[config.mk]
export PLATFORM = sky130hd
export DESIGN_NAME = temp_color_sequencer
export DESIGN_NICKNAME = d
export VERILOG_FILES = /design/src/rtl/temp_color_sequencer.sv
export SDC_FILE = /design/constraint.sdc
export NUM_CORES = 1
export LEC_CHECK = 0
export BUFFER_PORTS_ARGS = -buffer_cell sky130_fd_sc_hd__clkbuf_2
export CAP_MARGIN = 0
export CORE_UTILIZATION = 60
export CTS_BUF_LIST = sky130_fd_sc_hd__clkbuf_2 sky130_fd_sc_hd__clkbuf_4 sky130_fd_sc_hd__clkbuf_8
export CTS_CLUSTER_SIZE = 28
export DETAILED_ROUTE_END_ITERATION = 6
export GPL_TIMING_DRIVEN = 0
export PLACE_DENSITY_LB_ADDON = 0.05
export SKIP_CTS_REPAIR_TIMING = 1
export SLEW_MARGIN = 20
export SYNTH_ARGS = -nofsm -noshare
export SYNTH_HDL_FRONTEND = slang
export SYNTH_SLANG_ARGS = --single-unit
[constraint.sdc]
create_clock -name clk -period 2.45 [get_ports clk]
set_input_delay 0.49 -clock clk [delete_from_list [all_inputs] [get_ports clk]]
set_output_delay 0.49 -clock clk [all_outputs]
set_load 0.05 [all_outputs]
[src/rtl/temp_color_sequencer.sv]
`default_nettype none
// ============================================================================
// Module   : temp_color_sequencer
// Purpose  : Periodically fetches a 4-bit temperature code from a sensor over
//            a req/ack handshake. The code is debounced by requiring several
//            identical readings, then committed to the colour decoder input
//            only on frame boundaries, so the colour never changes mid-frame.
// Ports    : clk          - system clock
//            reset        - synchronous, active-high reset
//            vsync        - one-clk pulse at frame start
//            smp_ack      - sensor: smp_data valid this cycle
//            smp_data     - sensor temperature code (4 bits)
//            smp_req      - sample request level, held until ack or timeout
//            code_out     - code driven into the colour decoder
//            code_valid   - high once the first filtered code is committed
//            update_pulse - one-clk pulse when code_out changes by commit
//            timeout_err  - sticky ack-timeout flag, cleared only by reset
// Options  : TEMP_ALARM_BLINK_EN - when defined, a committed red code (1111)
//            blinks between 1111 and 1110 every BLINK_FRAMES vsyncs.
// Revision : 1.0 - initial release
// ============================================================================
module temp_color_sequencer #(
  parameter int SAMPLE_PERIOD = 16,   // vsyncs between sample requests
  parameter int STABLE_CNT    = 3,    // identical samples needed to accept
  parameter int ACK_TIMEOUT   = 255,  // clk cycles to wait for smp_ack
  parameter int BLINK_FRAMES  = 8     // vsyncs per blink half-period
) (
  input  logic       clk,
  input  logic       reset,
  input  logic       vsync,
  input  logic       smp_ack,
  input  logic [3:0] smp_data,
  output logic       smp_req,
  output logic [3:0] code_out,
  output logic       code_valid,
  output logic       update_pulse,
  output logic       timeout_err
);

  // --------------------------------------------------------------------------
  // Constants
  // --------------------------------------------------------------------------
  localparam int c_FW = (SAMPLE_PERIOD > 1) ? $clog2(SAMPLE_PERIOD) : 1;
  localparam int c_MW = $clog2(STABLE_CNT + 1);
  localparam int c_TW = (ACK_TIMEOUT > 1) ? $clog2(ACK_TIMEOUT) : 1;

  localparam logic [c_FW-1:0] c_FRAME_LAST = c_FW'(SAMPLE_PERIOD - 1);
  localparam logic [c_MW-1:0] c_MATCH_MAX  = c_MW'(STABLE_CNT);
  localparam logic [c_MW-1:0] c_MATCH_ONE  = c_MW'(1);
  localparam logic [c_TW-1:0] c_TO_LAST    = c_TW'(ACK_TIMEOUT - 1);

  localparam logic [3:0] c_CODE_DEFAULT = 4'b1010;  // decoder default colour
  localparam logic [3:0] c_CODE_RED     = 4'b1111;
  localparam logic [3:0] c_CODE_RED_DIM = 4'b1110;

  localparam logic [1:0] c_ST_IDLE = 2'd0;
  localparam logic [1:0] c_ST_REQ  = 2'd1;
  localparam logic [1:0] c_ST_CAPT = 2'd2;

  // --------------------------------------------------------------------------
  // Declarations
  // --------------------------------------------------------------------------
  logic [c_FW-1:0] r_frame_cnt;
  logic            w_trigger;

  logic [1:0]      r_state;
  logic [1:0]      w_state_nxt;
  logic            w_smp_req_nxt;
  logic            w_ack_seen;
  logic            w_to_expired;
  logic            w_capt;

  logic            r_smp_req;
  logic [c_TW-1:0] r_to_cnt;
  logic            r_timeout_err;
  logic [3:0]      r_latched;

  logic [3:0]      w_clamped;
  logic [c_MW-1:0] w_match_nxt;
  logic            w_set_pending;
  logic            w_commit;

  logic [3:0]      r_cand;
  logic [c_MW-1:0] r_match;
  logic [3:0]      r_pending;
  logic            r_pending_new;
  logic [3:0]      r_committed;
  logic            r_code_valid;
  logic            r_update_pulse;

  // --------------------------------------------------------------------------
  // Frame counter: counts vsyncs 0..SAMPLE_PERIOD-1. The trigger fires on the
  // wrapping vsync; the counter wraps regardless of whether the FSM can
  // accept the trigger.
  // --------------------------------------------------------------------------
  always_ff @(posedge clk) begin
    if (reset) begin
      r_frame_cnt <= '0;
    end else if (vsync) begin
      if (r_frame_cnt == c_FRAME_LAST) begin
        r_frame_cnt <= '0;
      end else begin
        r_frame_cnt <= r_frame_cnt + 1'b1;
      end
    end
  end

  assign w_trigger = vsync && (r_frame_cnt == c_FRAME_LAST);

  // --------------------------------------------------------------------------
  // Sampling FSM - state register
  // --------------------------------------------------------------------------
  always_ff @(posedge clk) begin
    if (reset) begin
      r_state <= c_ST_IDLE;
    end else begin
      r_state <= w_state_nxt;
    end
  end

  // Ack is only honoured while the request is actually visible to the sensor,
  // so an ack held high from a previous request cannot double-capture.
  assign w_ack_seen   = (r_state == c_ST_REQ) && r_smp_req && smp_ack;
  assign w_to_expired = (r_state == c_ST_REQ) && !w_ack_seen &&
                        (r_to_cnt == c_TO_LAST);

  // --------------------------------------------------------------------------
  // Sampling FSM - next-state logic
  // --------------------------------------------------------------------------
  always_comb begin
    w_state_nxt = r_state;
    case (r_state)
      c_ST_IDLE: begin
        if (w_trigger) begin
          w_state_nxt = c_ST_REQ;
        end
      end
      c_ST_REQ: begin
        if (w_ack_seen) begin
          w_state_nxt = c_ST_CAPT;
        end else if (w_to_expired) begin
          w_state_nxt = c_ST_IDLE;
        end
      end
      c_ST_CAPT: begin
        w_state_nxt = c_ST_IDLE;
      end
      default: begin
        w_state_nxt = c_ST_IDLE;
      end
    endcase
  end

  // --------------------------------------------------------------------------
  // Sampling FSM - output logic. smp_req is registered from the next state so
  // it is high for exactly the cycles spent in REQ.
  // --------------------------------------------------------------------------
  always_comb begin
    w_smp_req_nxt = (w_state_nxt == c_ST_REQ);
    w_capt        = (r_state == c_ST_CAPT);
  end

  // Handshake datapath: request register, timeout counter, sample latch.
  always_ff @(posedge clk) begin
    if (reset) begin
      r_smp_req     <= 1'b0;
      r_to_cnt      <= '0;
      r_timeout_err <= 1'b0;
      r_latched     <= c_CODE_DEFAULT;
    end else begin
      r_smp_req <= w_smp_req_nxt;
      // Counter value k during the k-th REQ cycle; restarts on every entry.
      if ((r_state == c_ST_REQ) && (w_state_nxt == c_ST_REQ)) begin
        r_to_cnt <= r_to_cnt + 1'b1;
      end else begin
        r_to_cnt <= '0;
      end
      if (w_ack_seen) begin
        r_latched <= smp_data;
      end
      if (w_to_expired) begin
        r_timeout_err <= 1'b1;
      end
    end
  end

  // --------------------------------------------------------------------------
  // Stability filter. Codes below the default colour are meaningless to the
  // decoder and are treated as the default.
  // --------------------------------------------------------------------------
  always_comb begin
    w_clamped = (r_latched < c_CODE_DEFAULT) ? c_CODE_DEFAULT : r_latched;
    if (w_clamped == r_cand) begin
      w_match_nxt = (r_match == c_MATCH_MAX) ? r_match : r_match + 1'b1;
    end else begin
      w_match_nxt = c_MATCH_ONE;
    end
    // Compare against the committed code, not the (possibly blinking) output.
    w_set_pending = w_capt && (w_match_nxt == c_MATCH_MAX) &&
                    (w_clamped != r_committed);
  end

  assign w_commit = vsync && r_pending_new;

  // Filter state and frame-aligned commit. A pending value set in the same
  // cycle as a vsync waits for the following vsync, because the commit looks
  // at the registered pending_new flag.
  always_ff @(posedge clk) begin
    if (reset) begin
      r_cand         <= c_CODE_DEFAULT;
      r_match        <= '0;
      r_pending      <= c_CODE_DEFAULT;
      r_pending_new  <= 1'b0;
      r_committed    <= c_CODE_DEFAULT;
      r_code_valid   <= 1'b0;
      r_update_pulse <= 1'b0;
    end else begin
      if (w_capt) begin
        r_cand  <= w_clamped;
        r_match <= w_match_nxt;
      end
      r_update_pulse <= w_commit && (r_pending != r_committed);
      if (w_commit) begin
        r_committed   <= r_pending;
        r_code_valid  <= 1'b1;
        r_pending_new <= 1'b0;
      end
      // A fresh acceptance overrides the clear from a simultaneous commit.
      if (w_set_pending) begin
        r_pending     <= w_clamped;
        r_pending_new <= 1'b1;
      end
    end
  end

  // --------------------------------------------------------------------------
  // Output stage
  // --------------------------------------------------------------------------
`ifdef TEMP_ALARM_BLINK_EN
  localparam int c_BW = (BLINK_FRAMES > 1) ? $clog2(BLINK_FRAMES) : 1;
  localparam logic [c_BW-1:0] c_BLINK_LAST = c_BW'(BLINK_FRAMES - 1);

  logic [c_BW-1:0] r_blink_cnt;
  logic            r_blink_dim;

  // Blink phase restarts bright on every commit and stays cleared for any
  // non-red committed code.
  always_ff @(posedge clk) begin
    if (reset) begin
      r_blink_cnt <= '0;
      r_blink_dim <= 1'b0;
    end else if (w_commit || (r_committed != c_CODE_RED)) begin
      r_blink_cnt <= '0;
      r_blink_dim <= 1'b0;
    end else if (vsync) begin
      if (r_blink_cnt == c_BLINK_LAST) begin
        r_blink_cnt <= '0;
        r_blink_dim <= ~r_blink_dim;
      end else begin
        r_blink_cnt <= r_blink_cnt + 1'b1;
      end
    end
  end

  assign code_out = r_blink_dim ? c_CODE_RED_DIM : r_committed;
`else
  logic w_unused_blink;
  assign w_unused_blink = (BLINK_FRAMES > 0);
  assign code_out       = r_committed;
`endif

  assign smp_req      = r_smp_req;
  assign code_valid   = r_code_valid;
  assign update_pulse = r_update_pulse;
  assign timeout_err  = r_timeout_err;

endmodule

`default_nettype wire

======== Word-level counts from Yosys, hierarchy flattened ========
Index checks and enable logic that the tools add are counted.
storage, ports and cells
  flip-flop bits (word level) ............. 37
  output and inout bits ................... 8
  input port bits ......................... 8
  word-level logic and storage cells ...... 52
operators by class
  eq/ne operators ......................... 10
  mux-type cells .......................... 10
  $add $sub $neg .......................... 3
  bitwise operators ....................... 1
  reduce and logical (&&, ||, !) cells .... 14
  magnitude comparators ................... 1
operators by type and width
  cell                                                              number
  1-bit logical AND                                                 10
  2-bit 2-to-1 mux                                                  5
  8-bit by 1-bit adder with 8-bit output (second input constant)    1
  8-bit == test (second input constant)                             1
  4-bit 2-to-1 mux                                                  2
  4-bit != test                                                     2
  2-bit == test (second input constant)                             3
  4-bit by 1-bit adder with 4-bit output (second input constant)    1
  2-bit by 1-bit == test with 1-bit output (second input constant)  2
  4-bit == test                                                     1
  4-bit == test (second input constant)                             1
  4-bit < comparator (second input constant)                        1
  2-bit one-hot mux with 2 select lines                             1
  2-bit by 1-bit adder with 2-bit output (second input constant)    1
  2-bit logical NOT                                                 1
  1-bit 2-to-1 mux                                                  2
  2-bit nonzero test                                                1
  2-bit OR reduction                                                1
  1-bit logical NOT                                                 1
  1-bit inverter                                                    1

======== Longest topological paths before layout ========
Gate-level depths: netlist of the first run.
  depth in word-level cells ............... 13
  mapped depth ............................ 7
  gate-level depth less buffers ........... 6

======== Worst setup path after synthesis of the first run ========
Ideal clock, no wire load.
  path type ............................... reg2reg
  from .................................... reg r_committed[1], in the netlist code_out[1]
  to ...................................... reg r_pending[0]
  data required time ...................... 2.329 ns
  library setup time ...................... 0.121 ns
  arrival time ............................ 1.673 ns
  clock period less this slack ............ 1.794 ns
  setup slack ............................. 0.656 ns
  stages on the path, launching flop included .. 6
  buffers on the path ..................... 0
  path through ............................ dfxtp_1 -> xnor2_1 -> nand2_1 -> o21ai_0 -> a311o_4 -> mux2_4
on the way
  longest elaborated chain between the ends .. 2
RTL lines
  what                    RTL line  text
  from (decl)             87        logic [3:0] r_committed;
  from (signal assigned)  214       r_committed <= c_CODE_DEFAULT;
  from (signal assigned)  224       r_committed <= r_pending;
  4-bit != test           200       (w_clamped != r_committed);
  1-bit logical AND       199       w_set_pending = w_capt && (w_match_nxt == c_MATCH_MAX) &&
  to (signal assigned)    212       r_pending <= c_CODE_DEFAULT;
  to (signal assigned)    230       r_pending <= w_clamped;
  to (decl)               85        logic [3:0] r_pending;
Every way passes these cells.
A chain may end at the register's enable or synchronous reset.

======== Final worst setup path of the first run ========
  from .................................... reg r_latched[1]
  to ...................................... reg r_pending[2]
on the way
  longest elaborated chain between the ends .. 7
  elaborated cells between the ends (all ways) .. 8
  classes of those cells .................. order compare: 1; eq/ne: 3; mux: 2; reduce/logical: 2
RTL lines
  what                             RTL line  text
  from (decl)                      76        logic [3:0] r_latched;
  from (signal assigned)           169       r_latched <= c_CODE_DEFAULT;
  from (signal assigned)           179       r_latched <= smp_data;
  4-bit < comparator               192       w_clamped = (r_latched < c_CODE_DEFAULT) ? c_CODE_DEFAULT : r_latched;
  4-bit 2-to-1 mux (*)             192
  4-bit == test                    193       if (w_clamped == r_cand) begin
  2-bit 2-to-1 mux                 193
  2-bit == test                    199
  1-bit logical AND (2 in series)  199
Mark *: on every way between the ends. The rest lies on a longest branch, timed or not.

==> impl_metrics.tcl, run 1 <==
set metrics [dict create \
    route.detailed.wl_per_inst_um 12.5 \
    regToRegSetupSlack_ns 0.62 \
    path_max_fanout 6 \
    overflow 0 \
    cts-buffers-inserted 5 \
    clock-skew-final_ns 0.0109 \
    synth_area_per_cell_um2 9.30 \
    violation_count_after_the_first_detailed_route_iteration 19 \
    chipHeight_um 53.3 \
    tritoncts "done" \
    syn_area_um2 1580 \
    synth-main-ff-cell "sky130_fd_sc_hd__dfxtp_1" \
    share_clk_of_total_power 0.411 \
    worst_pin_slew_ns 0.481 \
    p_int_mw 0.871 \
    timing.final.crit_period_ns 1.83 \
    detailedPlacementHpwl_mm 2.07 \
    clock_insertion_delay_at_the_later_pin_of_the_skew_report_ns 0.34 \
    power_switching_share 0.197 \
    synth_adder_area_share 0.0238 \
    syn_to_final_growth_pct 12.7 \
    timing_hold_violations_final 0 \
    reg2reg_to "r_pending[2]" \
    worst_r2r_startpoint "r_latched[1]" \
    vdd.ir_drop.worst_mv 0.557 \
    hold_path_class "primary input to flip-flop" \
    vias_per_cell 5.49 \
    timing.critical_path.from_type "flip-flop" \
    clock-sinks 37 \
    clock_slew_seen_by_the_registers_of_the_worst_setup_and_hold_paths_ns 0.11 \
    critical_path_required_ns 2.69 \
    fmax_mhz 545 \
    muxShareOfSynthArea 0.0443 \
    postRouteWirelength_mm 2.79 \
    setup.worst_path.end_class "flip-flop" \
    place_congestion 0.726 \
    crit_arrival_ns 2.07 \
    synth-seq-area-share 0.469 \
    seqPwrFrac 0.561 \
    synth-compound-area-share 0.111 \
    portBuffers 15 \
    first_global_vias 1099 \
    synth.distinct_cells 34 \
    layout.nets 203 \
    dieArea_um2 2840 \
    static-leakage-power_nw 0.734 \
    detail_route.first_pass.iterations 4 \
    maximum_number_of_pins_on_one_net_before_global_route_repair 12 \
    critical_path_class "flip-flop to flip-flop" \
    fp-row-count 18 \
    postRouteAntennaNets 0 \
    switching_power_mw 0.213 \
    antenna_found_initial 0 \
    pin_count 16 \
    synth-edff-count 0 \
    worstRegToRegCells 6 \
    htree_levels 2 \
    setup_failing_eps_final 0 \
    final_layout_size_suffix_gt1_frac 0.166 \
    maxCapViolations 0 \
    crit_path_end "r_pending[2]" \
    post_synth_xor_area_fraction 0.0934 \
    postSynthRegisterBits 37 \
    grt_setup_unrepaired "false" \
    timing.critical_path.from "r_latched[1]" \
    synthCells 170 \
    drc_violation_count_after_routing 0 \
    power_frac_comb 0.028 \
    yosys.area_share.simple 0.233 \
    mappedNetlistNets 181 \
    cts_root_buffer "sky130_fd_sc_hd__clkbuf_4" \
    grtUsageTotal 0.231 \
    yosysWarningCount 0 \
    fin_tns_setup_ns 0 \
    placement.cell_area_um2 1690 \
    fp.dieW_um 53.3 \
    ys_async_sr_fraction 0 \
    initial_core_util 0.638 \
    slew_viol_final 0 \
    most_common_library_cell_in_the_layout_ignoring_fill_and_taps "sky130_fd_sc_hd__dfxtp_1" \
    antennaDiodeCount 0 \
    mostFrequentLayoutCells "sky130_fd_sc_hd__dfxtp_1 (37), sky130_fd_sc_hd__nor2_1 (28), sky130_fd_sc_hd__clkbuf_2 (15)" \
    synth_top_family_by_area "simple AND/OR/NAND/NOR gates" \
    relSlewSlack 0.679 \
    layout_worst_path_cycle_share 0.749 \
    grt_first_pass_wirelength_mm 4.57 \
    fin_area_um2 1780 \
    placeableCoreArea_um2 2480 \
    power_density_nw_per_um2 609 \
    status "finished, final reports clean" \
    clockBufferDepth 2 \
    dr_total_vias 1224 \
]
-- metrics by stage --
| stage | total power, mW | setup slack, ns | cells | util | hold WS, ns |
|---|---|---|---|---|---|
| 2_1_floorplan | 0.639 | 0.656 | 170 | - | 0.436 |
| 3_3_place_gp | 0.651 | 0.645 | 215 | 0.683 | 0.449 |
| 3_5_place_dp | 0.653 | 0.605 | 215 | 0.683 | 0.453 |
| 4_1_cts | 1.09 | 0.603 | 223 | 0.719 | 0.380 |
| 5_1_grt | 1.12 | 0.552 | 223 | 0.719 | 0.421 |
| 6_report | 1.08 | 0.615 | 223 | 0.719 | 0.393 |
-- how the worst min path moves through the flow --
stage,from,cells past startpoint,to
after CTS,smp_data[0],3,r_latched[0]
after floorplan,r_cand[3],1,r_cand[3]
after global placement,r_cand[3],1,r_cand[3]
after detailed placement,r_cand[3],1,r_cand[3]
after global routing,smp_data[0],3,r_latched[0]
final,smp_data[0],3,r_latched[0]
-- metal layers --
| layer | track usage | routed length, um | up-vias |
|---|---|---|---|
| li1 | - | - | 631 |
| met1 | 0.274 | 1320 | 563 |
| met2 | 0.377 | 1340 | 22 |
| met3 | 0.0603 | 76 | 8 |
| met4 | 0.118 | 60 | 0 |
| met5 | 0 | 0 | - |
-- logic make-up after synthesis --
family / Yosys count
compound gates: 23
simple gates: 76
fa+ha+maj: 3
xor+xnor: 16
mux: 6
flops: 37
buf+inv: 9
-- synth_stat cells (2+ instances only) --
| library cell | instances | share of area |
|---|---|---|
| sky130_fd_sc_hd__xnor2_1 | 2 | 0.011 |
| sky130_fd_sc_hd__mux2i_1 | 4 | 0.025 |
| sky130_fd_sc_hd__ha_1 | 3 | 0.024 |
| sky130_fd_sc_hd__dfxtp_1 | 37 | 0.47 |
| sky130_fd_sc_hd__and3_1 | 3 | 0.012 |
| sky130_fd_sc_hd__nand3_1 | 6 | 0.019 |
| sky130_fd_sc_hd__a21oi_1 | 11 | 0.035 |
| sky130_fd_sc_hd__nand4_1 | 2 | 0.0079 |
| sky130_fd_sc_hd__inv_1 | 3 | 0.0071 |
| sky130_fd_sc_hd__o21ai_0 | 3 | 0.0095 |
| sky130_fd_sc_hd__clkbuf_1 | 5 | 0.012 |
| sky130_fd_sc_hd__and4_1 | 2 | 0.011 |
| sky130_fd_sc_hd__nor2_1 | 28 | 0.067 |
| sky130_fd_sc_hd__nand2_1 | 14 | 0.033 |
| sky130_fd_sc_hd__nand2b_1 | 4 | 0.016 |
| sky130_fd_sc_hd__nand3b_1 | 2 | 0.0095 |
| sky130_fd_sc_hd__a211o_1 | 3 | 0.017 |
| sky130_fd_sc_hd__mux2_4 | 2 | 0.019 |
| sky130_fd_sc_hd__nor3_1 | 6 | 0.019 |
| sky130_fd_sc_hd__or3_1 | 2 | 0.0079 |
| sky130_fd_sc_hd__xor2_1 | 13 | 0.072 |
| sky130_fd_sc_hd__nor2b_1 | 3 | 0.012 |
-- final cells by class --
type                            count  area [um^2]
Multi-Input combinational cell    124          798
Sequential cell                    37          741
Fill cell                         198          696
Timing Repair Buffer               15         75.1
Clock buffer                        7         58.8
Tap cell                           30         37.5
Clock inverter                      1         30.0
Buffer                              6         30.0
Inverter                            3         11.3
-- critical path, stage by stage, from the launching register on --
cell and delay [ns]:
sky130_fd_sc_hd__dfxtp_1 0.32, sky130_fd_sc_hd__buf_6 0.13, sky130_fd_sc_hd__o211ai_4 0.26, sky130_fd_sc_hd__xor2_2 0.17, sky130_fd_sc_hd__o211ai_2 0.13, sky130_fd_sc_hd__a311o_4 0.43
sky130_fd_sc_hd__mux2_4 0.31
-- state kept, by name (all words and copies together) (netlist names) --
register	count
code_out	4
code_valid	1
r_cand	4
r_frame_cnt	4
r_latched	4
r_match	2
r_pending	4
r_pending_new	1
r_state	2
r_to_cnt	8
smp_req	1
timeout_err	1
update_pulse	1
-- power by group through the flow --
stage                     Sequential, mW  Combinational [mW]  Clock (mW)
after floorplan                    0.622              0.0177           0
after global placement             0.622              0.0291           0
after detailed placement           0.622              0.0305           0
after CTS                          0.608              0.0304       0.455
after global routing               0.609              0.0343       0.475
final                              0.609              0.0302       0.446
Power figures use the tool's default switching activity.
==> inputs of run 2 (changes only) <==
clock period = 1.89 ns   (was 2.45 ns; I/O delays follow)
==> run 2 against run 1 <==
Against the previous run: final area unchanged; die area stayed put; sequential share of layout area is the same; clock power up 30%; register-to-register slack got worse by 0.54 ns; total power up 30%; critical path type unchanged; critical endpoint unchanged; largest power group unchanged; highest routed layer unchanged.
==> impl_metrics.tcl, run 2 (same netlist as run 1, synthesis figures left out) <==
set metrics [dict create \
    grt_setup_unrepaired "false" \
    clock_insertion_delay_at_the_later_pin_of_the_skew_report_ns 0.34 \
    postRouteAntennaNets 0 \
    vias_per_cell 5.49 \
    crit_path_end "r_pending[2]" \
    violation_count_after_the_first_detailed_route_iteration 18 \
    fin_tns_setup_ns 0 \
    placeableCoreArea_um2 2480 \
    grt_first_pass_wirelength_mm 4.57 \
    grtUsageTotal 0.231 \
    critical_path_class "flip-flop to flip-flop" \
    clock-sinks 37 \
    antenna_found_initial 0 \
    static-leakage-power_nw 0.734 \
    dr_total_vias 1225 \
    htree_levels 2 \
    cts-buffers-inserted 5 \
    regToRegSetupSlack_ns 0.08 \
    top_register "r_to_cnt" \
    worst_r2r_startpoint "r_latched[1]" \
    maximum_number_of_pins_on_one_net_before_global_route_repair 12 \
    relSlewSlack 0.679 \
    slew_viol_final 0 \
    vdd.ir_drop.worst_mv 0.722 \
    maxCapViolations 0 \
    detail_route.first_pass.iterations 4 \
    worst_pin_slew_ns 0.481 \
    status "finished, final reports clean" \
    critical_path_required_ns 2.13 \
    route.detailed.wl_per_inst_um 12.5 \
    syn_to_final_growth_pct 12.7 \
    most_common_library_cell_in_the_layout_ignoring_fill_and_taps "sky130_fd_sc_hd__dfxtp_1" \
    layout.nets 203 \
    clock-skew-final_ns 0.0109 \
    mostFrequentLayoutCells "sky130_fd_sc_hd__dfxtp_1 (37), sky130_fd_sc_hd__nor2_1 (28), sky130_fd_sc_hd__clkbuf_2 (15)" \
    timing.critical_path.from "r_latched[1]" \
    fmax_mhz 552 \
    fp-row-count 18 \
    cts_root_buffer "sky130_fd_sc_hd__clkbuf_4" \
    setup_failing_eps_final 0 \
    postRouteWirelength_mm 2.79 \
    chipHeight_um 53.3 \
    fp.dieW_um 53.3 \
    final_layout_size_suffix_gt1_frac 0.166 \
    first_global_vias 1099 \
    reg2reg_to "r_pending[2]" \
    worstRegToRegCells 6 \
    power_density_nw_per_um2 789 \
    place_congestion 0.726 \
    portBuffers 15 \
    pin_count 16 \
    layout_worst_path_cycle_share 0.959 \
    hold_path_class "primary input to flip-flop" \
    timing_hold_violations_final 0 \
    max_ffs_per_register 8 \
    drc_violation_count_after_routing 0 \
    initial_core_util 0.638 \
    crit_arrival_ns 2.05 \
    dieArea_um2 2840 \
    area.sequential_um2 741 \
    tritoncts "done" \
    clock_slew_seen_by_the_registers_of_the_worst_setup_and_hold_paths_ns 0.11 \
    timing.critical_path.from_type "flip-flop" \
    setup.worst_path.end_class "flip-flop" \
    nFillCells 198 \
    hold_ws_ns 0.281 \
    detailedPlacementHpwl_mm 2.07 \
    clockBufferDepth 2 \
    antennaDiodeCount 0 \
    area_used_by_multi_input_combinational_logic_um2 798 \
    path_max_fanout 6 \
    overflow 0 \
    timing.final.crit_period_ns 1.81 \
]
-- run 2: cell counts in the layout (fill, tap and decap cells not counted) --
Identical to the previous run, type by type.
-- run 2: worst max-delay path, cell delays in order, from the launching register on --
cell and delay (ns):
sky130_fd_sc_hd__dfxtp_1 0.32, sky130_fd_sc_hd__buf_6 0.13, sky130_fd_sc_hd__o211ai_4 0.24, sky130_fd_sc_hd__xor2_2 0.17, sky130_fd_sc_hd__o211ai_2 0.13, sky130_fd_sc_hd__a311o_4 0.43
sky130_fd_sc_hd__mux2_4 0.31
-- run 2: final cells by class --
cell class | instances | share of cell area
Timing Repair Buffer | 15 | 0.0421
Sequential cell | 37 | 0.416
Buffer | 6 | 0.0169
Clock inverter | 1 | 0.0169
Clock buffer | 7 | 0.0330
Multi-Input combinational cell | 124 | 0.448
Tap cell | 30 | 0.0211
Inverter | 3 | 0.00632
-- run 2: worst min-delay path by stage --
stage,start,endpoint,slack (ns),cells after the start
floorplan,r_cand[3],r_cand[3],0.44,1
global placement,r_cand[3],r_cand[3],0.45,1
detailed placement,r_cand[3],r_cand[3],0.45,1
CTS,smp_data[0],r_latched[0],0.27,3
global route,smp_data[0],r_latched[0],0.31,3
finish,smp_data[0],r_latched[0],0.28,3
-- run 2: power breakdown --
group	switching, mW	internal (mW)
clock	0.247	0.330
sequential	0.00501	0.784
combinational	0.0242	0.0149
total	0.277	1.13
-- run 2: routing by layer --
metal,GRT usage,vias up,share of wire
met4,0.118,0,0.022
li1,-,632,-
met1,0.274,563,0.47
met3,0.0603,8,0.027
met2,0.377,22,0.48
met5,0,-,0
-- run 2: through the flow --
stage / power (mW) / instance area (um^2) / utilization / worst slack (ns) / cells
floorplan: 0.829 / 1580 / - / 0.0960 / 170
global placement: 0.844 / 1690 / 0.683 / 0.0849 / 215
detailed placement: 0.846 / 1690 / 0.683 / 0.0447 / 215
CTS: 1.42 / 1780 / 0.719 / 0.0428 / 223
global route: 1.45 / 1780 / 0.719 / 0.0140 / 223
finish: 1.41 / 1780 / 0.719 / 0.0768 / 223
==> inputs of run 3 (changes only) <==
CORE_UTILIZATION = 54   (was 60)
clock period = 1.5 ns   (was 1.89 ns; I/O delays follow)
==> run 3 against run 2 <==
Against the previous run: the flow now finishes with violations (negative setup slack); largest power group unchanged; sequential power increased by 25%; combinational power increased by 28%; critical path type unchanged; first-iteration DRC count increased to 3.6 times the previous value; clock power decreased by 4.3%; global-route usage decreased by 2.0 points; sequential share of layout area decreased by 0.24 points; highest routed layer unchanged.
==> impl_metrics.tcl, run 3 (same netlist as run 1, synthesis figures left out) <==
set metrics [dict create \
    hold_path_class "primary input to flip-flop" \
    tritoncts "done" \
    area_used_by_multi_input_combinational_logic_um2 810 \
    regToRegSetupSlack_ns -0.23 \
    portBuffers 15 \
    chipHeight_um 56.1 \
    postRouteAntennaNets 0 \
    initial_core_util 0.573 \
    most_common_library_cell_in_the_layout_ignoring_fill_and_taps "sky130_fd_sc_hd__dfxtp_1" \
    critical_path_required_ns 1.73 \
    slew_viol_final 0 \
    fp.dieW_um 56.1 \
    clock_insertion_delay_at_the_later_pin_of_the_skew_report_ns 0.34 \
    syn_to_final_growth_pct 15.1 \
    placeableCoreArea_um2 2760 \
    hold_start "smp_data[0]" \
    fin_tns_setup_ns -0.816 \
    vias_per_cell 5.41 \
    path_max_fanout 4 \
    htree_levels 2 \
    setup_failing_eps_final 5 \
    route.detailed.wl_per_inst_um 12.8 \
    fin_area_um2 1820 \
    clock-sinks 37 \
    pin_count 16 \
    relSlewSlack 0.679 \
    antenna_found_initial 0 \
    violation_count_after_the_first_detailed_route_iteration 64 \
    nFillCells 248 \
    timing_hold_violations_final 0 \
    crit_arrival_ns 1.96 \
    grt_first_pass_wirelength_mm 5.06 \
    layout.nets 208 \
    static-leakage-power_nw 0.750 \
    violations_in_the_final_reports "negative setup slack" \
    top_register "r_to_cnt" \
    layout_worst_path_cycle_share 1.15 \
    hold_ws_ns 0.191 \
    overflow 0 \
    clockBufferDepth 2 \
    cts_root_buffer "sky130_fd_sc_hd__clkbuf_4" \
    final_layout_size_suffix_gt1_frac 0.232 \
    final_setup_margin_ns -0.229 \
    area.sequential_um2 752 \
    maximum_number_of_pins_on_one_net_before_global_route_repair 13 \
    grtUsageMet2 0.352 \
    setup.worst_path.end_class "flip-flop" \
    clock-skew-final_ns 0.00992 \
    drc_violation_count_after_routing 0 \
    most_crowded_layer_after_global_routing "met2" \
    mostFrequentLayoutCells "sky130_fd_sc_hd__dfxtp_1 (32), sky130_fd_sc_hd__nor2_1 (27), sky130_fd_sc_hd__clkbuf_2 (15)" \
    antennaDiodeCount 0 \
    fp-row-count 19 \
    status "finished with violations" \
    postRouteWirelength_mm 2.94 \
    grtUsageTotal 0.211 \
    cts-buffers-inserted 5 \
    grt_setup_unrepaired "true" \
    vdd.ir_drop.worst_mv 0.719 \
    placement.setup.worst_slack_ns -0.265 \
    place_congestion 0.732 \
    global_routing_met1_resource_utilization 0.241 \
    timing.critical_path.from "r_latched[3]" \
    max_ffs_per_register 8 \
    detailedPlacementHpwl_mm 2.07 \
    fmax_mhz 578 \
    dieArea_um2 3150 \
    detail_route.first_pass.iterations 4 \
    power_density_nw_per_um2 876 \
    grt.met3_usage 0.0767 \
    placement.cell_area_um2 1700 \
    first_global_vias 1208 \
    worst_pin_slew_ns 0.481 \
    timing.final.crit_period_ns 1.73 \
    timing.critical_path.from_type "flip-flop" \
    clock_slew_seen_by_the_registers_of_the_worst_setup_and_hold_paths_ns 0.11 \
    maxCapViolations 0 \
    worst_r2r_startpoint "r_latched[3]" \
    dr_total_vias 1239 \
    critical_path_class "flip-flop to flip-flop" \
]
## run 3: critical path, stage by stage (launching register included)
cell	delay, ns
sky130_fd_sc_hd__dfxtp_1	0.45
sky130_fd_sc_hd__o211ai_4	0.13
sky130_fd_sc_hd__buf_4	0.16
sky130_fd_sc_hd__xor2_1	0.14
sky130_fd_sc_hd__a311o_4	0.44
sky130_fd_sc_hd__mux2_4	0.31
## run 3: path summary, 6_finish.rpt
| path | to | depth (start not counted) |
|---|---|---|
| worst max-delay path | r_pending[2] | 5 |
| worst max register to register | r_pending[2] | 5 |
| worst min register to register | r_cand[3] | 1 |
| worst min-delay path | r_latched[0] | 3 |
## run 3: per-stage QoR
| stage | std cells | power (mW) | util |
|---|---|---|---|
| global placement | 216 | 1.06 | 0.616 |
| detailed placement | 216 | 1.07 | 0.616 |
| finish | 229 | 1.59 | 0.660 |
| CTS | 224 | 1.61 | 0.640 |
| floorplan | 170 | 1.04 | - |
| global route | 229 | 1.66 | 0.660 |
## run 3: metal layers
metal  vias up  wire [um]
met4         0         46
li1        633          -
met3         6         98
met2        19       1420
met5         -          0
met1       581       1380
## run 3: final cells by class
cell class / instances / area share
Inverter: 3 / 0.00619
Tap cell: 31 / 0.0213
Sequential cell: 37 / 0.413
Clock inverter: 2 / 0.00757
Buffer: 4 / 0.00825
Clock buffer: 6 / 0.0282
Multi-Input combinational cell: 124 / 0.445
Timing Repair Buffer: 22 / 0.0702
## run 3: where the power goes
| part | leakage, nW | switching, mW | internal (mW) |
|---|---|---|---|
| clock network | 0.0382 | 0.325 | 0.229 |
| registers | 0.300 | 0.00607 | 0.984 |
| logic | 0.412 | 0.0312 | 0.0190 |
| total | 0.750 | 0.362 | 1.23 |
